$ cat src/rtl/hud_rom_arbiter.sv
// Two-requester glyph ROM arbiter for the HUD overlay. The label reader normally has priority;
// the digit renderer wins once it has been starved for STARVE_LIMIT consecutive cycles.
module hud_rom_arbiter #(
  parameter int unsigned ADDR_W       = 12,
  parameter int unsigned STARVE_LIMIT = 3
) (
  input  logic              clock_25,
  input  logic              reset,
  input  logic              hud_enable,
  input  logic              label_req,
  input  logic [ADDR_W-1:0] label_addr,
  input  logic              digit_req,
  input  logic [ADDR_W-1:0] digit_addr,
  output logic              label_gnt,
  output logic              digit_gnt,
  output logic              rom_en,
  output logic [ADDR_W-1:0] rom_addr,
  input  logic              rom_data,
  output logic              label_valid,
  output logic              label_data,
  output logic              digit_valid,
  output logic              digit_data
);

  localparam int unsigned CntW = (STARVE_LIMIT < 1) ? 1 : $clog2(STARVE_LIMIT + 1);
  localparam logic [CntW-1:0] StarveMax = CntW'(STARVE_LIMIT);

  typedef enum logic {OwnLabel, OwnDigit} owner_e;

  logic [CntW-1:0] starve_q, starve_d;
  logic            grant_any;
  owner_e          s1_owner_q, s2_owner_q;
  logic            s2_valid_q;

  // Grants are gated by reset so they drop the instant reset asserts.
  always_comb begin
    label_gnt = 1'b0;
    digit_gnt = 1'b0;
    if (!reset && hud_enable) begin
      if (label_req && (starve_q < StarveMax)) begin
        label_gnt = 1'b1;
      end else if (digit_req) begin
        digit_gnt = 1'b1;
      end
    end
    grant_any = label_gnt | digit_gnt;
  end

  always_comb begin
    starve_d = starve_q;
    if (hud_enable) begin
      if (!digit_req || digit_gnt) begin
        starve_d = '0;
      end else if (starve_q < StarveMax) begin
        starve_d = starve_q + CntW'(1);
      end
    end
  end

  // Stage 1 is the ROM strobe itself (rom_en + owner); stage 2 lines up with rom_data.
  always_ff @(posedge clock_25 or posedge reset) begin
    if (reset) begin
      starve_q   <= '0;
      rom_en     <= 1'b0;
      rom_addr   <= '0;
      s1_owner_q <= OwnLabel;
      s2_valid_q <= 1'b0;
      s2_owner_q <= OwnLabel;
    end else begin
      starve_q   <= starve_d;
      rom_en     <= grant_any;
      if (grant_any) begin
        rom_addr   <= digit_gnt ? digit_addr : label_addr;
        s1_owner_q <= digit_gnt ? OwnDigit : OwnLabel;
      end
      s2_valid_q <= rom_en;
      s2_owner_q <= s1_owner_q;
    end
  end

  always_comb begin
    label_valid = s2_valid_q && (s2_owner_q == OwnLabel);
    digit_valid = s2_valid_q && (s2_owner_q == OwnDigit);
    label_data  = label_valid & rom_data;
    digit_data  = digit_valid & rom_data;
  end

endmodule

$ cat config.mk
export PLATFORM = sky130hd
export DESIGN_NAME = hud_rom_arbiter
export DESIGN_NICKNAME = d
export VERILOG_FILES = /design/src/rtl/hud_rom_arbiter.sv
export SDC_FILE = /design/constraint.sdc
export NUM_CORES = 1
export LEC_CHECK = 0
export ABC_AREA = 1
export CAP_MARGIN = 10
export CORE_MARGIN = 1
export CORE_UTILIZATION = 40
export CTS_BUF_LIST = sky130_fd_sc_hd__clkbuf_8 sky130_fd_sc_hd__clkbuf_16
export CTS_CLUSTER_SIZE = 16
export DETAILED_ROUTE_END_ITERATION = 6
export PLACE_DENSITY = 0.89
export SETUP_SLACK_MARGIN = 0.15
export SKIP_CTS_REPAIR_TIMING = 1
export SLEW_MARGIN = 5
export SYNTH_ARGS = -nofsm -noshare
export SYNTH_HDL_FRONTEND = slang
export SYNTH_SLANG_ARGS = --single-unit
$ cat constraint.sdc
create_clock -name clock_25 -period 2.94 [get_ports clock_25]
set_input_delay 0.735 -clock clock_25 [delete_from_list [all_inputs] [get_ports clock_25]]
set_output_delay 0.735 -clock clock_25 [all_outputs]
set_load 0.01 [all_outputs]
==> results of run 1 <==
==> worst paths after layout <==
check	depth (start not counted)	slack, ns	to
max	6	0.11	digit_gnt
min	0	0.39	s2_owner_q
max reg2reg	9	1.30	rom_addr[11]
min reg2reg	0	0.39	s2_owner_q
max in group asynchronous	2	1.54	rom_addr[11]
min in group asynchronous	2	0.98	s2_valid_q
==> stage by stage <==
step                setup slack, ns  power [mW]  std cells   util
CTS                           0.104       0.696        179  0.704
detailed placement            0.104       0.534        176  0.684
global placement              0.128       0.524        176  0.684
floorplan                      1.02       0.400        101      -
finish                        0.105       0.691        179  0.706
global route                 0.0364       0.731        179  0.706
==> registers in the layout, summed over array words and instances, names as in the netlist <==
signal      count
s2_owner_q      1
rom_addr       12
starve_q        2
s2_valid_q      1
s1_owner_q      1
rom_en          1
==> logic make-up (layout without fill, tap and decap cells) <==
group           Yosys count  after routing  share of synthesized area
buf+inv                  14             65                     0.0915
flops                    18             18                      0.522
compound gates            1              1                    0.00871
fa+ha+maj                 1              1                     0.0145
simple gates             67             67                      0.363
==> area by class of cell <==
cell class / count / area, um2
clock buffers: 3 / 41.3
inverters: 11 / 48.8
multi-input cells: 69 / 333
well taps: 27 / 33.8
flip-flops and latches: 18 / 450
fillers: 144 / 589
repair buffers: 51 / 505
==> critical path: stages <==
cell and delay (ns):
clkdlybuf4s50_1 0.49, inv_2 0.06, nor2_4 0.13, nand3_4 0.10, clkinv_4 0.05, clkdlybuf4s50_1 0.53
==> synthesized netlist by cell type (all sizes together) <==
cell type	instances	area, um2
inv	10	40.1
nor2	4	30.0
a21boi	1	7.51
nor3	1	5.00
clkinv	1	8.76
ha	1	12.5
nand4	2	12.5
dfrtp	18	450
buf	3	30.0
nand2	46	183
nand3	14	82.6
==> layer usage <==
layer | vias up | routed length [um]
met2 | 37 | 1180
met1 | 405 | 835
met5 | - | 0
li1 | 415 | -
met3 | 2 | 133
met4 | 0 | 12
==> report_power, final <==
group / internal (mW) / total, mW / switching [mW]
clock network: 0.0907 / 0.163 / 0.0720
logic: 0.125 / 0.211 / 0.0864
registers: 0.292 / 0.317 / 0.0253
total: 0.507 / 0.691 / 0.184
==> key figures, run 1 <==
Synth
  • Syn Nets: 132
  • Yosys cell types: 18
  • Synthesized area: roughly 860 um2
  • Post-synthesis sequential area ratio: 0.522
  • Mean Syn Cell Area: roughly 8.5 um2
  • Yosys warns: 0
  • Seq cells post-synth: 18
  • Synthesized instance count: approximately 100

Worst setup path
  • WP data arrival: 2.10 ns
  • Worst R2R Start: starve_q[0]
  • WP data required: 2.20 ns
  • Startpoint type of the worst setup path: primary input
  • Setup Crit Path Kind: primary input to output pin
  • Worst Setup SP: hud_enable
  • Worst Setup End Kind: output pin
  • CP Max Fanout: 3

Worst hold path
  • Hold WC Path Type: flip-flop to flip-flop
  • Hold_sp: s1_owner_q

Cells and area
  • Nets: approximately 190
  • Synth-to-Final Area Change: 63.9%
  • Share of cells above drive strength 1: 0.0987
  • Post-layout instance area: between 1000 and 1500 um2
  • Diode count: 0
  • Commonest cells after routing, fill and taps aside: clkdlybuf4s50_1, nand2_1, dfrtp_1, nand3_1, inv_1
  • Commonest non-fill, non-tap cell in the layout: clkdlybuf4s50_1

Detailed routing
  • DR vias: 859
  • ANT nets after route: 0
  • DRT Pass-1 Iters: 4
  • Routed wire length: between 2000 and 2500 um
  • DRC Markers: 0
  • WL/cell: 12.1 um
  • Vias per cell: 4.80
  • Drt initial violations: 16

Clocking
  • Clk Latency, worst-skew pair: between 0.2 and 0.25 ns
  • Reg clk slew, reported paths: about 0.06 ns
  • Clock buffer depth: 2
  • CTS Sinks: 18
  • Num CTS Buffers: 3
  • Clock Tree Root: clkbuf_8
  • CTS tree: done
  • CTS H-tree lvls: 1

Timing
  • Fin Clk Skew: about 0.00066 ns
  • Part of the cycle the worst path needs: 0.964
  • Final Hold Fails: 0
  • Worst hold slack: 0.390 ns
  • FMAX: roughly 350 MHz
  • Slew @ Worst Pin: 0.653 ns
  • Slew HR: 0.564
  • Final Critical Period: 2.83 ns
  • Unrepaired setup endpoints after global routing: yes
  • Fin Setup TNS: 0 ns
  • Final setup vio count: 0
  • Fin. max-slew vios: 0

Floorplan
  • Core area: roughly 2000 um2
  • Starting Density: 0.431
  • Die area: roughly 2300 um2
  • Row count: 16
  • Die width: about 48 um
  • # IOs: 49
  • Die Y-Extent: about 48 um

Placed design
  • Post-placement cell area: 1370 um2
  • Port buffer count: 48
  • Routability cong.: 0.740
  • Post-DP HPWL: roughly 1700 um

Global route
  • Met3 usage: 0.0409
  • GRT overflow: 0
  • First-pass GRT wire length: 3810 um
  • GR Util met1: 0.249
  • GR peak layer: met2
  • Gr usage total: 0.209
  • Vias in the first global route: 872
  • Antenna violations before repair: 0
  • Grt met2 use: 0.383
  • Largest net degree at the start of global routing: 19

Pwr
  • Max VDD drop: between 0.3 and 0.4 mV
  • Pwr Density: between 400 and 500 nW/um2
  • Leak: 0.680 nW

Status
  • Status: completed

Flow run
  • Max-Cap Viols: 0
No activity file was read; power rests on OpenSTA's default activity.
==> inputs of run 2 (changes only) <==
CORE_UTILIZATION = 37   (was 40)
PLACE_DENSITY = 0.84   (was 0.89)
clock period = 3.06 ns   (was 2.94 ns; I/O delays follow)
==> key figures, run 2 (same netlist as run 1, synthesis figures left out) <==
Detailed routing
  • Routed wire length: 2220 um (+2.9%)
  • DR vias: 843 (-1.9%)
  • WL/cell: 12.4 um (+2.3%)
  • DRC Markers: 0 (unchanged)
  • DRT Pass-1 Iters: 4 (unchanged)
  • Drt initial violations: 27 (+11)
  • ANT nets after route: 0 (unchanged)
  • Vias per cell: 4.68 (-2.4%)

Timing
  • Final Hold Fails: 0 (unchanged)
  • Fin Clk Skew: 0.00384 ns (+0.00317 ns)
  • Slew @ Worst Pin: 0.674 ns (+0.0213 ns)
  • Final Critical Period: ~2.8 ns
  • Fin. max-slew vios: 0 (unchanged)
  • Final setup vio count: 0 (unchanged)
  • Part of the cycle the worst path needs: 0.928
  • Worst hold slack: 0.383 ns (-0.00667 ns)
  • Unrepaired setup endpoints after global routing: no
  • Slew HR: 0.550 (-0.0142)
  • Fin Setup TNS: 0 ns (unchanged)
  • FMAX: roughly 350 MHz

Floorplan
  • Die Y-Extent: 50.3 um (+3.8%)
  • # IOs: 49 (unchanged)
  • Starting Density: 0.390 (-0.0409)
  • Die area: 2530 um2 (+7.8%)
  • Core area: 2210 um2 (+10%)
  • Row count: 17 (+1)
  • Die width: 50.3 um (+3.8%)

Worst hold path
  • Hold endpoint: s2_valid_q
  • Hold_sp: rom_en
  • Hold WC Path Type: flip-flop to flip-flop
  • Worst hold stages: 0 (unchanged)

Clocking
  • Clk Latency, worst-skew pair: 0.25 ns (about the same)
  • Clock Tree Root: clkbuf_8
  • Reg clk slew, reported paths: 0.06 ns (about the same)
  • CTS tree: done
  • CTS Sinks: 18 (unchanged)
  • CTS H-tree lvls: 1 (unchanged)
  • Clock buffer depth: 2 (unchanged)
  • Num CTS Buffers: 3 (unchanged)

Pwr
  • Switching Fraction: 0.268 (+0.00174)
  • Logic pwr share: 0.288 (-0.017)
  • Max VDD drop: 0.283 mV (-7.9%)
  • Clock power share: 0.277 (+0.042)
  • Switching power total: 0.187 mW (+2.1%)
  • Leak: 0.675 nW (-0.72%)
  • Cell Int Power: 0.513 mW (+1.2%)
  • Pwr Density: 493 nW/um2 (+0.89%)
  • Sequential power share: 0.435 (-0.024)

Global route
  • Vias in the first global route: 840 (-3.7%)
  • First-pass GRT wire length: 3740 um (-1.8%)
  • Largest net degree at the start of global routing: 19 (unchanged)
  • Antenna violations before repair: 0 (unchanged)
  • GRT overflow: 0 (unchanged)
  • Gr usage total: 0.202 (-0.00701)

Cells and area
  • Diode count: 0 (unchanged)
  • Share of cells above drive strength 1: 0.0987 (unchanged)
  • Max reg flops: 12 (unchanged)
  • Commonest non-fill, non-tap cell in the layout: clkdlybuf4s50_1
  • Post-Layout Cell Count: 180 (+0.56%)
  • Synth-to-Final Area Change: 64.7%
  • # fillers: 187 (+30%)
  • Commonest cells after routing, fill and taps aside: clkdlybuf4s50_1, nand2_1, dfrtp_1, nand3_1, inv_1
  • Nets: 184 (-0.54%)
  • Largest Register: rom_addr
  • Largest registers: rom_addr: 12 flops, starve_q: 2 flops

Worst setup path
  • FF-to-FF End: rom_addr[5]
  • Reg2Reg Depth: 9 (unchanged)
  • R2R setup slack: 1.38 ns (+0.08 ns)
  • Setup Crit Path Kind: primary input to output pin
  • Worst Setup End Kind: output pin
  • WP data required: 2.29 ns (+0.09 ns)
  • Startpoint type of the worst setup path: primary input
  • WP data arrival: 2.08 ns (-0.02 ns)
  • CP Max Fanout: 3 (unchanged)
  • Worst R2R Start: starve_q[0]

Status
  • Status: completed

Placed design
  • Port buffer count: 48 (unchanged)
  • Routability cong.: 0.713 (-3.6%)
  • Placed Cells: 176 (unchanged)
  • Post-DP HPWL: 1690 um (+1.7%)

Flow run
  • Max-Cap Viols: 0 (unchanged)
[run 2: changes by cell type in the layout (fill, tap and decap cells not counted)]
cell | before | now
clkbuf_8 | 3 | 4
buf_4 | 3 | 2
[run 2: per-layer routing]
metal | GRT usage | vias up | routed length [um]
met1 | 0.243 | 393 | 868
met4 | 0.110 | 0 | 44
met3 | 0.0212 | 5 | 82
met5 | 0 | - | 0
met2 | 0.351 | 32 | 1230
li1 | - | 413 | -
[run 2: worst max path at each step]
stage          startpoint         to  slack (ns)  cells past startpoint
6_report            reset  digit_gnt        0.22                      5
5_1_grt             reset  digit_gnt        0.16                      5
4_1_cts        hud_enable  digit_gnt        0.07                      6
3_5_place_dp   hud_enable  digit_gnt        0.10                      6
3_3_place_gp   hud_enable  digit_gnt        0.13                      6
2_1_floorplan  hud_enable  label_gnt        1.08                      5
[run 2: worst max-delay path, stage by stage]
cell and delay (ns):
clkdlybuf4s50_1 0.45, nor2_4 0.16, nand3_4 0.11, clkinv_4 0.06, clkdlybuf4s50_1 0.53
[run 2: layout make-up]
type                       count  area [um2]  share of cell area
clock buffer                   4        55.1              0.0388
inverter                      11        48.8              0.0344
multi-input combinational     69         333               0.234
sequential                    18         450               0.317
tap                           28        35.0              0.0247
timing repair buffer          50         498               0.351
[run 2: through the flow]
step                cell area, um2  setup slack (ns)   util  power, mW
finish                        1420             0.220  0.642      0.701
global route                  1420             0.161  0.642      0.738
CTS                           1420            0.0703  0.641      0.706
detailed placement            1360             0.101  0.616      0.511
global placement              1360             0.129  0.616      0.503
floorplan                      862              1.08      -      0.385
[run 2: power groups by stage]
stage                     registers, mW  logic [mW]  clock network (mW)
after floorplan                   0.321      0.0631                   0
after CTS                         0.305       0.205               0.197
final                             0.305       0.202               0.194
after global routing              0.311       0.221               0.207
after global placement            0.306       0.197                   0
after detailed placement          0.308       0.203                   0
